### src/rtl/hazard_forward_unit_pkg.sv
// rtl/hazard_forward_unit_pkg.sv - shared forward codes and pipeline slot type
package hazard_forward_unit_pkg;

  localparam int REG_ADDR_W = 5;

  localparam logic [1:0] FWD_REG = 2'b00;
  localparam logic [1:0] FWD_WB  = 2'b01;
  localparam logic [1:0] FWD_MEM = 2'b10;

  typedef struct packed {
    logic                  valid;
    logic [REG_ADDR_W-1:0] rd;
    logic                  reg_write;
    logic                  mem_read;
  } slot_t;

endpackage

### src/rtl/hazard_forward_unit_if.sv
// rtl/hazard_forward_unit_if.sv - ID-side inputs and pipeline control outputs
interface hazard_forward_unit_if #(
  parameter int REG_ADDR_W = 5,
  parameter int CNT_W      = 32
);

  logic                  id_valid;
  logic [REG_ADDR_W-1:0] id_rs1;
  logic [REG_ADDR_W-1:0] id_rs2;
  logic                  id_use_rs1;
  logic                  id_use_rs2;
  logic [REG_ADDR_W-1:0] id_rd;
  logic                  id_reg_write;
  logic                  id_mem_read;
  logic                  flush;

  logic [1:0]            fwd_a;
  logic [1:0]            fwd_b;
  logic                  stall;
  logic                  pc_write;
  logic                  if_id_write;
  logic                  id_ex_bubble;
  logic [CNT_W-1:0]      stall_count;
  logic [CNT_W-1:0]      flush_count;

  modport master (
    output id_valid, id_rs1, id_rs2, id_use_rs1, id_use_rs2,
           id_rd, id_reg_write, id_mem_read, flush,
    input  fwd_a, fwd_b, stall, pc_write, if_id_write, id_ex_bubble,
           stall_count, flush_count
  );

  modport slave (
    input  id_valid, id_rs1, id_rs2, id_use_rs1, id_use_rs2,
           id_rd, id_reg_write, id_mem_read, flush,
    output fwd_a, fwd_b, stall, pc_write, if_id_write, id_ex_bubble,
           stall_count, flush_count
  );

endinterface

### src/rtl/hazard_forward_unit_fwd_select.sv
// rtl/hazard_forward_unit_fwd_select.sv - operand forward-source comparator
module fwd_select
  import hazard_forward_unit_pkg::*;
(
  input  logic [REG_ADDR_W-1:0] ex_rs,
  input  slot_t                 mem,
  input  slot_t                 wb,
  output logic [1:0]            code
);

  // Loads sitting in MEM have no data yet; the load-use stall pushes them to WB.
  logic mem_hit;
  logic wb_hit;

  assign mem_hit = mem.valid && mem.reg_write && !mem.mem_read &&
                   (mem.rd != '0) && (mem.rd == ex_rs);
  assign wb_hit  = wb.valid && wb.reg_write &&
                   (wb.rd != '0) && (wb.rd == ex_rs);

  always_comb begin
    code = FWD_REG;
    if (mem_hit) begin
      code = FWD_MEM;
    end else if (wb_hit) begin
      code = FWD_WB;
    end
  end

  logic unused_wb_mem_read;
  assign unused_wb_mem_read = wb.mem_read;

endmodule

### src/rtl/hazard_forward_unit.sv
// rtl/hazard_forward_unit.sv - EX/MEM/WB shadow slots, forwarding and load-use stall
module hazard_forward_unit #(
  parameter int REG_ADDR_W = hazard_forward_unit_pkg::REG_ADDR_W,
  parameter int CNT_W      = 32
) (
  input  logic                 clk,
  input  logic                 reset,
  hazard_forward_unit_if.slave bus
);

  import hazard_forward_unit_pkg::*;

  slot_t                 ex_slot;
  logic [REG_ADDR_W-1:0] ex_rs1;
  logic [REG_ADDR_W-1:0] ex_rs2;
  slot_t                 mem_slot;
  slot_t                 wb_slot;

  logic [CNT_W-1:0]      stall_cnt;
  logic [CNT_W-1:0]      flush_cnt;

  logic [1:0]            code_a;
  logic [1:0]            code_b;
  logic                  load_use;
  logic                  stall;
  logic                  flush;
  logic                  ex_load;

  fwd_select u_fwd_a (
    .ex_rs (ex_rs1),
    .mem   (mem_slot),
    .wb    (wb_slot),
    .code  (code_a)
  );

  fwd_select u_fwd_b (
    .ex_rs (ex_rs2),
    .mem   (mem_slot),
    .wb    (wb_slot),
    .code  (code_b)
  );

  assign load_use = bus.id_valid && ex_slot.valid && ex_slot.mem_read &&
                    (ex_slot.rd != '0) &&
                    ((bus.id_use_rs1 && (bus.id_rs1 == ex_slot.rd)) ||
                     (bus.id_use_rs2 && (bus.id_rs2 == ex_slot.rd)));

  // A redirect kills the dependent instruction, so it never needs to wait.
  assign flush   = bus.flush && !reset;
  assign stall   = load_use && !bus.flush && !reset;
  assign ex_load = bus.id_valid && !stall && !bus.flush;

  assign bus.fwd_a        = reset ? FWD_REG : code_a;
  assign bus.fwd_b        = reset ? FWD_REG : code_b;
  assign bus.stall        = stall;
  assign bus.pc_write     = !stall;
  assign bus.if_id_write  = !stall;
  assign bus.id_ex_bubble = stall || flush;
  assign bus.stall_count  = stall_cnt;
  assign bus.flush_count  = flush_cnt;

  always_ff @(posedge clk) begin
    if (reset) begin
      ex_slot   <= '0;
      ex_rs1    <= '0;
      ex_rs2    <= '0;
      mem_slot  <= '0;
      wb_slot   <= '0;
      stall_cnt <= '0;
      flush_cnt <= '0;
    end else begin
      mem_slot <= ex_slot;
      wb_slot  <= mem_slot;
      if (ex_load) begin
        ex_slot.valid     <= 1'b1;
        ex_slot.rd        <= bus.id_rd;
        ex_slot.reg_write <= bus.id_reg_write;
        ex_slot.mem_read  <= bus.id_mem_read;
        ex_rs1            <= bus.id_rs1;
        ex_rs2            <= bus.id_rs2;
      end else begin
        ex_slot <= '0;
        ex_rs1  <= '0;
        ex_rs2  <= '0;
      end
      if (stall) begin
        stall_cnt <= stall_cnt + 1'b1;
      end
      if (flush) begin
        flush_cnt <= flush_cnt + 1'b1;
      end
    end
  end

endmodule

### src/flat_wrapper.sv
// flat-port wrapper written by rule: the top's interface ports become plain ports
module hazard_forward_unit_flat import hazard_forward_unit_pkg::*;
#(
  parameter int REG_ADDR_W = hazard_forward_unit_pkg::REG_ADDR_W,
  parameter int CNT_W      = 32
)
  (clk, reset, bus_id_valid, bus_id_rs1, bus_id_rs2, bus_id_use_rs1, bus_id_use_rs2, bus_id_rd, bus_id_reg_write, bus_id_mem_read, bus_flush, bus_fwd_a, bus_fwd_b, bus_stall, bus_pc_write, bus_if_id_write, bus_id_ex_bubble, bus_stall_count, bus_flush_count);
  hazard_forward_unit_if #(.REG_ADDR_W(REG_ADDR_W), .CNT_W(CNT_W)) bus_i ();
  input  logic clk;
  input  logic reset;
  input wire logic [$bits(bus_i.id_valid)-1:0] bus_id_valid;
  input wire logic [$bits(bus_i.id_rs1)-1:0] bus_id_rs1;
  input wire logic [$bits(bus_i.id_rs2)-1:0] bus_id_rs2;
  input wire logic [$bits(bus_i.id_use_rs1)-1:0] bus_id_use_rs1;
  input wire logic [$bits(bus_i.id_use_rs2)-1:0] bus_id_use_rs2;
  input wire logic [$bits(bus_i.id_rd)-1:0] bus_id_rd;
  input wire logic [$bits(bus_i.id_reg_write)-1:0] bus_id_reg_write;
  input wire logic [$bits(bus_i.id_mem_read)-1:0] bus_id_mem_read;
  input wire logic [$bits(bus_i.flush)-1:0] bus_flush;
  output wire logic [$bits(bus_i.fwd_a)-1:0] bus_fwd_a;
  output wire logic [$bits(bus_i.fwd_b)-1:0] bus_fwd_b;
  output wire logic [$bits(bus_i.stall)-1:0] bus_stall;
  output wire logic [$bits(bus_i.pc_write)-1:0] bus_pc_write;
  output wire logic [$bits(bus_i.if_id_write)-1:0] bus_if_id_write;
  output wire logic [$bits(bus_i.id_ex_bubble)-1:0] bus_id_ex_bubble;
  output wire logic [$bits(bus_i.stall_count)-1:0] bus_stall_count;
  output wire logic [$bits(bus_i.flush_count)-1:0] bus_flush_count;
  assign bus_i.id_valid = bus_id_valid;
  assign bus_i.id_rs1 = bus_id_rs1;
  assign bus_i.id_rs2 = bus_id_rs2;
  assign bus_i.id_use_rs1 = bus_id_use_rs1;
  assign bus_i.id_use_rs2 = bus_id_use_rs2;
  assign bus_i.id_rd = bus_id_rd;
  assign bus_i.id_reg_write = bus_id_reg_write;
  assign bus_i.id_mem_read = bus_id_mem_read;
  assign bus_i.flush = bus_flush;
  assign bus_fwd_a = bus_i.fwd_a;
  assign bus_fwd_b = bus_i.fwd_b;
  assign bus_stall = bus_i.stall;
  assign bus_pc_write = bus_i.pc_write;
  assign bus_if_id_write = bus_i.if_id_write;
  assign bus_id_ex_bubble = bus_i.id_ex_bubble;
  assign bus_stall_count = bus_i.stall_count;
  assign bus_flush_count = bus_i.flush_count;
  hazard_forward_unit #(.REG_ADDR_W(REG_ADDR_W), .CNT_W(CNT_W)) u_core (.clk(clk), .reset(reset), .bus(bus_i));
endmodule
### config.mk
export PLATFORM = sky130hd
export DESIGN_NAME = hazard_forward_unit_flat
export DESIGN_NICKNAME = d
export VERILOG_FILES = /design/src/rtl/hazard_forward_unit_pkg.sv /design/src/rtl/hazard_forward_unit_if.sv /design/src/rtl/hazard_forward_unit_fwd_select.sv /design/src/rtl/hazard_forward_unit.sv /design/src/flat_wrapper.sv
export SDC_FILE = /design/constraint.sdc
export NUM_CORES = 1
export LEC_CHECK = 0
export ABC_AREA = 1
export CORE_MARGIN = 2
export CORE_UTILIZATION = 45
export DETAILED_ROUTE_END_ITERATION = 8
export GPL_TIMING_DRIVEN = 0
export PLACE_DENSITY = 0.71
export SYNTH_ARGS = -nofsm -noshare
export SYNTH_HDL_FRONTEND = slang
export SYNTH_SLANG_ARGS = --single-unit
### constraint.sdc
create_clock -name clk -period 1.85 [get_ports clk]
set_input_delay 0.2775 -clock clk [delete_from_list [all_inputs] [get_ports clk]]
set_output_delay 0.2775 -clock clk [all_outputs]
set_load 0.01 [all_outputs]
==> results of run 1 <==
==> sequential cells by signal, summed over array words and instances (netlist names) <==
register and flops:
u_core.mem_slot 8, u_core.bus.stall_count 32, u_core.wb_slot 7, u_core.ex_slot 8, u_core.ex_rs2 5, u_core.bus.flush_count 32
u_core.ex_rs1 5
==> synth_stat cells, types with 3 or more instances <==
library cell and count:
o21bai_1 11, nor2_4 4, nor2_2 5, inv_2 4
nand3_1 40, nor3b_1 4, inv_1 95, nand3b_1 4
dfxtp_1 97, nand4_1 11, nand2_4 3, xnor2_1 8
a21oi_1 23, nand2_1 200, nand2_2 3, clkbuf_1 6
nor4_1 4, o21ai_0 16, nor3_1 25, buf_2 5
nor2_1 143, nand3_2 4, xor2_1 16
==> metal layers <==
metal / track usage [%] / vias to the layer above / share of wire, %
li1: - / 2570 / -
met3: 3.71 / 29 / 5.9
met5: 0 / - / 0
met1: 27.3 / 2324 / 44
met2: 37.1 / 156 / 47
met4: 10.6 / 0 / 2.6
==> per-stage QoR <==
step	setup WS, ps	instances	setup TNS, ps	util [%]
after global routing	-316	1009	-2610	60.8
after floorplan	125	749	0	-
final	-197	1009	-602	60.8
after detailed placement	-1130	982	-20670	56.3
after global placement	-1120	982	-19200	56.3
after CTS	-173	1000	-511	58.8
==> cell usage in the layout (no fill, tap or decap), drive strengths merged <==
master         instances
a21oi                 23
a31oi                  2
buf                   33
bufinv                 1
clkbuf                17
clkdlybuf4s50         76
dfxtp                 97
dlygate4sd2            7
dlymetal6s2s           2
ha                     2
inv                  100
nand2                206
nand3                 44
nand3b                 4
nand4                 13
nor2                 153
nor3                  27
nor3b                  4
nor4                   4
o21a                   2
o21ai                 17
o21bai                11
xnor2                  8
xor2                  16
==> logic make-up (layout without fill, tap and decap cells) <==
kind of cell    count (synthesis)  count (layout)  synth area share [%]
fa+ha+maj                       2               2                 0.503
simple gates                  455             455                  40.4
xor+xnor                       24              24                  4.23
flops                          97              97                  39.1
compound gates                 55              55                  6.32
buf+inv                       116             236                  9.49
==> worst paths after layout <==
path                                              endpoint               from
worst max-delay path                          bus_pc_write      bus_id_rs2[2]
worst min register to register          u_core.mem_slot[1]  u_core.ex_slot[1]
worst max register to register            u_core.ex_rs1[1]  u_core.ex_slot[4]
worst min-delay path            u_core.bus.flush_count[27]              reset
==> final cells by class <==
| cell class | count | area, sq um |
|---|---|---|
| clock buffers | 11 | 141 |
| clock inverters | 1 | 30.0 |
| plain buffers | 15 | 116 |
| repair buffers | 109 | 1020 |
| flip-flops and latches | 97 | 1980 |
| fillers | 999 | 4230 |
| multi-input cells | 536 | 2720 |
| inverters | 100 | 383 |
| well taps | 140 | 175 |
==> power groups by stage <==
stage | clock [mW] | sequential, mW | combinational (mW)
after floorplan | 0 | 2.17 | 0.123
after global placement | 0 | 2.17 | 0.221
after detailed placement | 0 | 2.17 | 0.223
after CTS | 1.32 | 2.13 | 0.226
after global routing | 1.41 | 2.13 | 0.266
final | 1.29 | 2.12 | 0.241
==> what timing repair did <==
item                                    CTS  global route
gates cloned                              0             0
gates resized for setup                  75            56
endpoints found under the setup margin   18            38
pin swaps                                11            17
hold buffers                              0             0
buffers inserted                          7             9
==> results.py, run 1 <==
metrics = {
    "run_status": {
        "status": "complete, but fails checks",
        "violations": "negative setup slack",
    },
    "clock_tree": {
        "clockBufferDepth": 2,
        "clock_latency_ps": 370,
        "cts_sinks": 97,
        "root_buffer": "clkbuf_8",
        "cts_tree": "yes",
        "htree_num_levels": 3,
        "cts_made_buffers": 9,
        "clk_pin_slew_worst_paths_ps": 80,
    },
    "power_and_ir_drop": {
        "power_mw": 3.65,
        "p_per_area_nw_per_um2": 556,
        "pwr-share-seq_pct": 58.2,
        "pwr-share-clk_pct": 35.3,
        "power_frac_comb_pct": 6.6,
        "power_switching_mw": 0.810,
        "p_leak_nw": 2.58,
        "switching_share_pct": 22.2,
        "p_int_mw": 2.84,
        "vdd_drop_max_v": 0.000289,
    },
    "timing": {
        "maxSlewViolCount": 0,
        "hold_slack_ps": 171,
        "fmax_mhz": 488,
        "rsz0062_at_grt": "true",
        "hold_viol_final": 0,
        "tightest_slew_ps": 736,
        "relSlewSlack_pct": 50.9,
        "fin_crit_ps": 2050,
        "setup_viol": 4,
        "setup_ws_ps": -197,
        "fin_skew_ps": 12.4,
        "fin_crit_sh_pct": 111,
    },
    "logic_synthesis": {
        "synthDistinctLibCells": 36,
        "yosysWarnings": 0,
        "syn_area_sq_um": 4970,
        "ys_async_sr_fraction_pct": 0,
        "post-synth-top-area-cell": "dfxtp_1",
        "synth_edf_count": 0,
        "synth_area_leaders": "dfxtp_1 (39%), nand2_1 (15%), nor2_1 (11%)",
        "synth_top_area_share_pct": 39.1,
        "synthFlopType": "dfxtp_1",
        "syn-mean-instance-area_sq_um": 6.64,
        "synth-seq-cells": 97,
        "synth_seq_area_share_pct": 39.1,
        "synth_cells": 749,
        "syn_nets": 774,
    },
    "placed_design": {
        "port_buffers": 93,
        "dp_hpwl_mm": 9.76,
        "dpl_cell_area_sq_um": 6080,
        "gp_congestion": 0.882,
    },
    "worst_setup_path": {
        "cp.depth": 11,
        "startpoint_type": "input port",
        "required_ps": 1570,
        "path_class": "in -> out",
        "path_cells": "clkdlybuf4s50_1 -> nor2_1 -> nor2_1 -> nand3_1 -> nand2_4 -> nand2_4 -> inv_4 -> buf_8 -> nand2_8 -> buf_6 -> buf_6",
        "max_stage_delay_ps": 520,
        "path_max_fanout": 4,
        "cp-end-kind": "output pin",
        "worstPathArrival_ps": 1770,
        "crit_path_top_delay_cell": "clkdlybuf4s50_1",
        "critPathTopFamily": "buffers and inverters",
        "rrSetupSlack_ps": 70,
        "critPathBufInv": 5,
        "reg2regPathDepth": 12,
    },
    "floorplanning": {
        "die_area_sq_um": 11900,
        "fp.dieH_microns": 109,
        "dieWidth_microns": 109,
        "start_util_pct": 46.0,
        "coreArea_sq_um": 10800,
        "rows": 38,
        "top_level_ports": 95,
    },
    "route": {
        "ant_nets": 0,
        "vias": 5079,
        "drc": 0,
        "drt_wl_total_mm": 13.1,
        "via_per_inst": 5.03,
        "first_pass_iters": 4,
        "drt-initial-drc-count": 226,
        "wire_per_inst_microns": 13.0,
    },
    "layout": {
        "diodes": 0,
        "final_nets": 893,
        "area_growth_pct": 32.1,
        "drive_gt1_share_pct": 15.3,
        "design_area_sq_um": 6570,
    },
    "grt": {
        "grt_max_degree": 15,
        "antenna_found_initial": 0,
        "grt_pass1_vias": 4759,
        "grt_pass1_wl_mm": 20.9,
        "grt.total_usage_pct": 22.1,
        "grt_overflow": 0,
    },
    "hold_path": {
        "hp-class": "in -> reg",
        "whs_path_depth": 2,
    },
    "flow_run": {
        "maxCapViolCount": 0,
    },
}
(Power assumes the default switching activity.)
==> run 2, diff against run 1 <==
--- a/config.mk
+++ b/config.mk
@@ -6,7 +6,8 @@
 export NUM_CORES = 1
 export LEC_CHECK = 0
 export ABC_AREA = 1
-export CORE_MARGIN = 2
+export ABC_CLOCK_PERIOD_IN_PS = 1850
+export CORE_MARGIN = 5
 export CORE_UTILIZATION = 45
 export DETAILED_ROUTE_END_ITERATION = 8
 export GPL_TIMING_DRIVEN = 0
==> results.py, run 2 (synthesis results as in run 1) <==
metrics = {
    "power_and_ir_drop": {
        "p_leak_nw": 2.62,
        "p_per_area_nw_per_um2": 585,
        "vdd_drop_max_v": 0.000440,
        "power_mw": 3.92,
    },
    "hold_path": {
        "hold_end": "u_core.bus.flush_count[5]",
        "whs_path_depth": 4,
        "hp-start": "reset",
        "hp-class": "in -> reg",
    },
    "worst_setup_path": {
        "critPathBufInv": 6,
        "rrSetupSlack_ps": 90,
        "worstPathArrival_ps": 1780,
        "path_cells": "clkdlybuf4s50_1 -> inv_1 -> nand2_1 -> nand2_1 -> nor2_1 -> nand3_1 -> nand2_2 -> nand2_4 -> inv_4 -> buf_8 -> nand2_8 -> buf_6 -> buf_6",
        "reg2regPathDepth": 12,
        "timing.rr.end": "u_core.mem_slot[6]",
        "path_max_fanout": 4,
        "startpoint_type": "input port",
        "required_ps": 1570,
        "path_class": "in -> out",
        "max_stage_delay_ps": 480,
        "cp-end-kind": "output pin",
        "r2r-start": "u_core.ex_slot[6]",
        "crit_path_top_delay_cell": "clkdlybuf4s50_1",
        "cp.depth": 13,
        "critPathTopFamily": "buffers and inverters",
    },
    "floorplanning": {
        "rows": 38,
        "coreArea_sq_um": 10800,
        "fp.dieH_microns": 115,
        "top_level_ports": 95,
        "dieWidth_microns": 115,
        "start_util_pct": 45.8,
        "die_area_sq_um": 13200,
    },
    "route": {
        "wire_per_inst_microns": 13.6,
        "vias": 5121,
        "first_pass_iters": 6,
        "drc": 0,
        "drt_wl_total_mm": 13.9,
        "drt-initial-drc-count": 266,
        "ant_nets": 0,
        "via_per_inst": 5.00,
    },
    "layout": {
        "fillers": 980,
        "area_growth_pct": 34.6,
        "diodes": 0,
        "final_nets": 905,
        "final_common_cell": "nand2_1",
        "drive_gt1_share_pct": 15.8,
        "layout_common_cells": "nand2_1 (196), nor2_1 (137), inv_1 (88)",
    },
    "grt": {
        "grt_pass1_vias": 4802,
        "grt_max_degree": 17,
        "grt_overflow": 0,
        "antenna_found_initial": 0,
        "grt.total_usage_pct": 21.3,
        "grt_pass1_wl_mm": 22.6,
    },
    "placed_design": {
        "port_buffers": 93,
        "dp_hpwl_mm": 10.2,
        "gp_congestion": 0.907,
    },
    "clock_tree": {
        "clockBufferDepth": 2,
        "clock_latency_ps": 380,
        "clk_pin_slew_worst_paths_ps": 90,
        "ctsHoldBuffers": 0,
        "cts_made_buffers": 9,
        "cts_sinks": 97,
        "htree_num_levels": 3,
        "cts_tree": "yes",
        "root_buffer": "clkbuf_8",
    },
    "timing": {
        "maxSlewViolCount": 0,
        "fin_crit_ps": 2060,
        "setup_ws_ps": -212,
        "fmax_mhz": 485,
        "fin_crit_sh_pct": 111,
        "relSlewSlack_pct": 51.7,
        "hold_slack_ps": 219,
        "rsz0062_at_grt": "true",
        "fin_skew_ps": 8.26,
        "setup_viol": 5,
        "tightest_slew_ps": 724,
        "hold_viol_final": 0,
    },
    "run_status": {
        "status": "complete, but fails checks",
        "violations": "negative setup slack",
    },
    "flow_run": {
        "maxCapViolCount": 0,
    },
}
[run 2: cell types whose count changed in the layout (fill, tap and decap cells not counted), moves of 3 or more]
cell / before / now
buf_4: 18 / 27
clkdlybuf4s50_1: 76 / 82
clkinvlp_4: 0 / 4
dlygate4sd2_1: 7 / 3
nand2_1: 193 / 196
nor2_1: 134 / 137
nor2_2: 10 / 7
[run 2: worst max-delay path by stage]
stage                            from           end
global placement            bus_flush  bus_pc_write
floorplan           u_core.ex_slot[6]  bus_pc_write
CTS                 u_core.ex_slot[6]  bus_pc_write
finish                  bus_id_rs1[1]  bus_pc_write
global route             bus_id_valid  bus_pc_write
detailed placement          bus_flush  bus_pc_write
[run 2: worst register-to-register path, stage by stage (launching register included)]
cell	delay, ps
dfxtp_4	380
inv_2	40
buf_4	120
buf_4	120
buf_4	120
buf_4	120
buf_4	120
buf_4	120
buf_4	120
buf_4	120
buf_4	120
buf_4	120
nor2_2	60
[run 2: metal layers]
metal / vias up / GRT usage, % / wire [microns]
li1: 2592 / - / -
met1: 2359 / 26.6 / 6080
met2: 138 / 35.7 / 6740
met3: 32 / 4.89 / 803
met4: 0 / 8.29 / 325
met5: - / 0 / 0
[run 2: area by class of cell]
type                       instances  area [sq um]  area share, %
multi-input combinational        536          2690           40.3
sequential                        97          1980           29.6
timing repair buffer             121          1120           16.8
inverter                         100           383           5.72
tap                              140           175           2.62
clock buffer                       9           124           1.85
buffer                            15           118           1.76
clock inverter                     7          95.1           1.42
[run 2: where the power goes]
group          leakage, nW  total, mW  switching, mW  internal, mW
clock               0.0975       1.54          0.780         0.758
sequential           0.795       2.13         0.0202          2.11
combinational         1.73      0.253          0.137         0.116
[run 2: what timing repair did]
item	4_1_cts	5_1_grt
pin swaps	15	11
setup endpoints to repair	16	31
setup buffers	20	10
resized for setup	81	36
[run 2: metrics by stage]
step / std cells / area, sq um / TNS [ps] / util, % / setup WS, ps
floorplan: 749 / 4970 / 0 / - / 125
global placement: 982 / 6080 / -20210 / 56.0 / -1190
detailed placement: 982 / 6080 / -22760 / 56.0 / -1210
CTS: 1018 / 6520 / -843 / 60.2 / -218
global route: 1025 / 6690 / -1670 / 61.7 / -340
finish: 1025 / 6690 / -695 / 61.7 / -212
==> run 3, diff against run 2 <==
--- a/config.mk
+++ b/config.mk
@@ -8,10 +8,11 @@
 export ABC_AREA = 1
 export ABC_CLOCK_PERIOD_IN_PS = 1850
 export CORE_MARGIN = 5
-export CORE_UTILIZATION = 45
+export CORE_UTILIZATION = 40
 export DETAILED_ROUTE_END_ITERATION = 8
 export GPL_TIMING_DRIVEN = 0
-export PLACE_DENSITY = 0.71
+export SKIP_LAST_GASP = 1
+export SLEW_MARGIN = 20
 export SYNTH_ARGS = -nofsm -noshare
 export SYNTH_HDL_FRONTEND = slang
 export SYNTH_SLANG_ARGS = --single-unit
==> results.py, run 3 (synthesis results as in run 1) <==
metrics = {
    "worst_setup_path": {
        "max_stage_delay_ps": 360,
        "startpoint_type": "register",
        "required_ps": 1570,
        "rrSetupSlack_ps": 130,
        "path_max_fanout": 4,
        "path_class": "reg -> out",
        "timing.rr.end": "u_core.bus.stall_count[24]",
        "r2r-start": "u_core.bus.stall_count[0]",
        "path_cells": "inv_2 -> nand2_1 -> nand2_1 -> nor2_1 -> nand3_1 -> nand2_2 -> nand2_4 -> inv_4 -> buf_8 -> nand2_8 -> buf_6 -> buf_6",
        "crit_path_top_delay_cell": "dfxtp_2",
        "worstPathArrival_ps": 1720,
        "reg2regPathDepth": 10,
        "setup.worst_path.start": "u_core.ex_slot[2]",
        "critPathBufInv": 5,
        "cp.depth": 12,
        "cp-end-kind": "output pin",
        "crit_end": "bus_pc_write",
        "critPathTopFamily": "simple AND/OR/NAND/NOR gates",
    },
    "grt": {
        "grt_pass1_wl_mm": 22.7,
        "grt.total_usage_pct": 19.1,
        "grt_pass1_vias": 4843,
        "antenna_found_initial": 0,
        "grt_max_degree": 17,
        "grt_overflow": 0,
    },
    "route": {
        "first_pass_iters": 4,
        "vias": 4954,
        "wire_per_inst_microns": 13.0,
        "drt-initial-drc-count": 179,
        "ant_nets": 0,
        "drc": 0,
        "drt_wl_total_mm": 13.5,
        "via_per_inst": 4.76,
    },
    "layout": {
        "final_common_cell": "nand2_1",
        "area_growth_pct": 33.5,
        "final_nets": 893,
        "diodes": 0,
        "post-route-util_pct": 54.8,
        "drive_gt1_share_pct": 14.0,
        "layout_common_cells": "nand2_1 (198), nor2_1 (138), inv_1 (88)",
    },
    "placed_design": {
        "gp_congestion": 0.842,
        "port_buffers": 93,
        "dp_hpwl_mm": 10.4,
        "pre_cts_slack_ps": -1200,
    },
    "floorplanning": {
        "fp.dieH_microns": 121,
        "start_util_pct": 41.0,
        "coreArea_sq_um": 12100,
        "dieWidth_microns": 121,
        "top_level_ports": 95,
        "rows": 40,
        "die_area_sq_um": 14800,
    },
    "timing": {
        "relSlewSlack_pct": 52.0,
        "fin_skew_ps": 5.21,
        "hold_viol_final": 0,
        "fin_crit_ps": 2000,
        "fin_crit_sh_pct": 108,
        "tightest_slew_ps": 720,
        "fmax_mhz": 500,
        "rsz0062_at_grt": "true",
        "setup_viol": 4,
        "setup_ws_ps": -149,
        "maxSlewViolCount": 0,
    },
    "power_and_ir_drop": {
        "p_leak_nw": 2.62,
        "p_per_area_nw_per_um2": 615,
        "pwr-share-seq_pct": 52.1,
        "power_frac_comb_pct": 5.6,
        "vdd_drop_max_v": 0.000437,
        "p_int_mw": 3.12,
        "power_switching_mw": 0.967,
        "switching_share_pct": 23.7,
        "pwr-share-clk_pct": 42.3,
    },
    "clock_tree": {
        "cts_tree": "yes",
        "clock_latency_ps": 350,
        "root_buffer": "clkbuf_16",
        "htree_num_levels": 3,
        "cts_sinks": 97,
        "cts_made_buffers": 9,
        "clk_pin_slew_worst_paths_ps": 70,
        "clockBufferDepth": 2,
    },
    "hold_path": {
        "hp-class": "in -> reg",
    },
    "run_status": {
        "violations": "negative setup slack",
        "status": "complete, but fails checks",
    },
    "flow_run": {
        "maxCapViolCount": 0,
    },
}
[run 3: changes by cell type in the layout (fill, tap and decap cells not counted), sizes merged]
cell / change
bufinv: -2
buf: -13
clkinvlp: -2
dlygate4sd2: +6
clkdlybuf4s50: -7
dlymetal6s2s: +1
clkbuf: +1
clkinv: +4
[run 3: routing by layer]
layer / vias up / part of all wire (%) / global-route usage [%]
li1: 2580 / - / -
met1: 2240 / 46 / 24.3
met2: 112 / 47 / 31.4
met3: 22 / 5.4 / 3.87
met4: 0 / 2.0 / 7.77
met5: - / 0 / 0
[run 3: worst min path at each step]
stage                     depth (start not counted)  slack [ps]                          to               from
final                                             3         220            u_core.ex_rs2[2]      bus_id_rs2[2]
after CTS                                         4         250  u_core.bus.flush_count[10]              reset
after detailed placement                          2         400          u_core.mem_slot[1]  u_core.ex_slot[1]
after floorplan                                   2         390          u_core.mem_slot[1]  u_core.ex_slot[1]
after global routing                              3         240            u_core.ex_rs2[2]      bus_id_rs2[2]
after global placement                            2         400          u_core.mem_slot[1]  u_core.ex_slot[1]
[run 3: power by group through the flow]
stage | combinational, mW | sequential, mW | clock (mW)
after global routing | 0.255 | 2.13 | 1.86
after global placement | 0.225 | 2.17 | 0
after detailed placement | 0.227 | 2.17 | 0
final | 0.228 | 2.13 | 1.73
after CTS | 0.227 | 2.13 | 1.77
after floorplan | 0.123 | 2.17 | 0
[run 3: tightest hold or removal path, stage by stage]
cell and delay (ps):
dlymetal6s2s_1 140, inv_1 60, nor2_1 40
[run 3: cell type report]
cell class              count  area, sq um
inverters                 100          383
well taps                 168          210
fillers                  1242         5480
repair buffers            108         1010
plain buffers              16          121
clock buffers               9          225
clock inverters             7         47.5
multi-input cells         536         2660
flip-flops and latches     97         1970
[run 3: stage by stage]
step / cells / TNS [ps] / power (mW) / hold slack (ps) / area [sq um]
floorplan: 749 / 0 / 2.29 / 388 / 4970
global placement: 1010 / -21170 / 2.40 / 396 / 6110
global route: 1041 / -938 / 4.25 / 241 / 6640
CTS: 1032 / -456 / 4.12 / 252 / 6460
detailed placement: 1010 / -23550 / 2.40 / 403 / 6110
finish: 1041 / -420 / 4.08 / 220 / 6640
[run 3: timing repair]
item / in CTS / in global routing
hold endpoints to repair: 0 / 0
setup buffers: 6 / 10
resized for setup: 71 / 43
pin swaps: 13 / 15
hold buffers: 0 / 0
setup endpoints to repair: 29 / 30
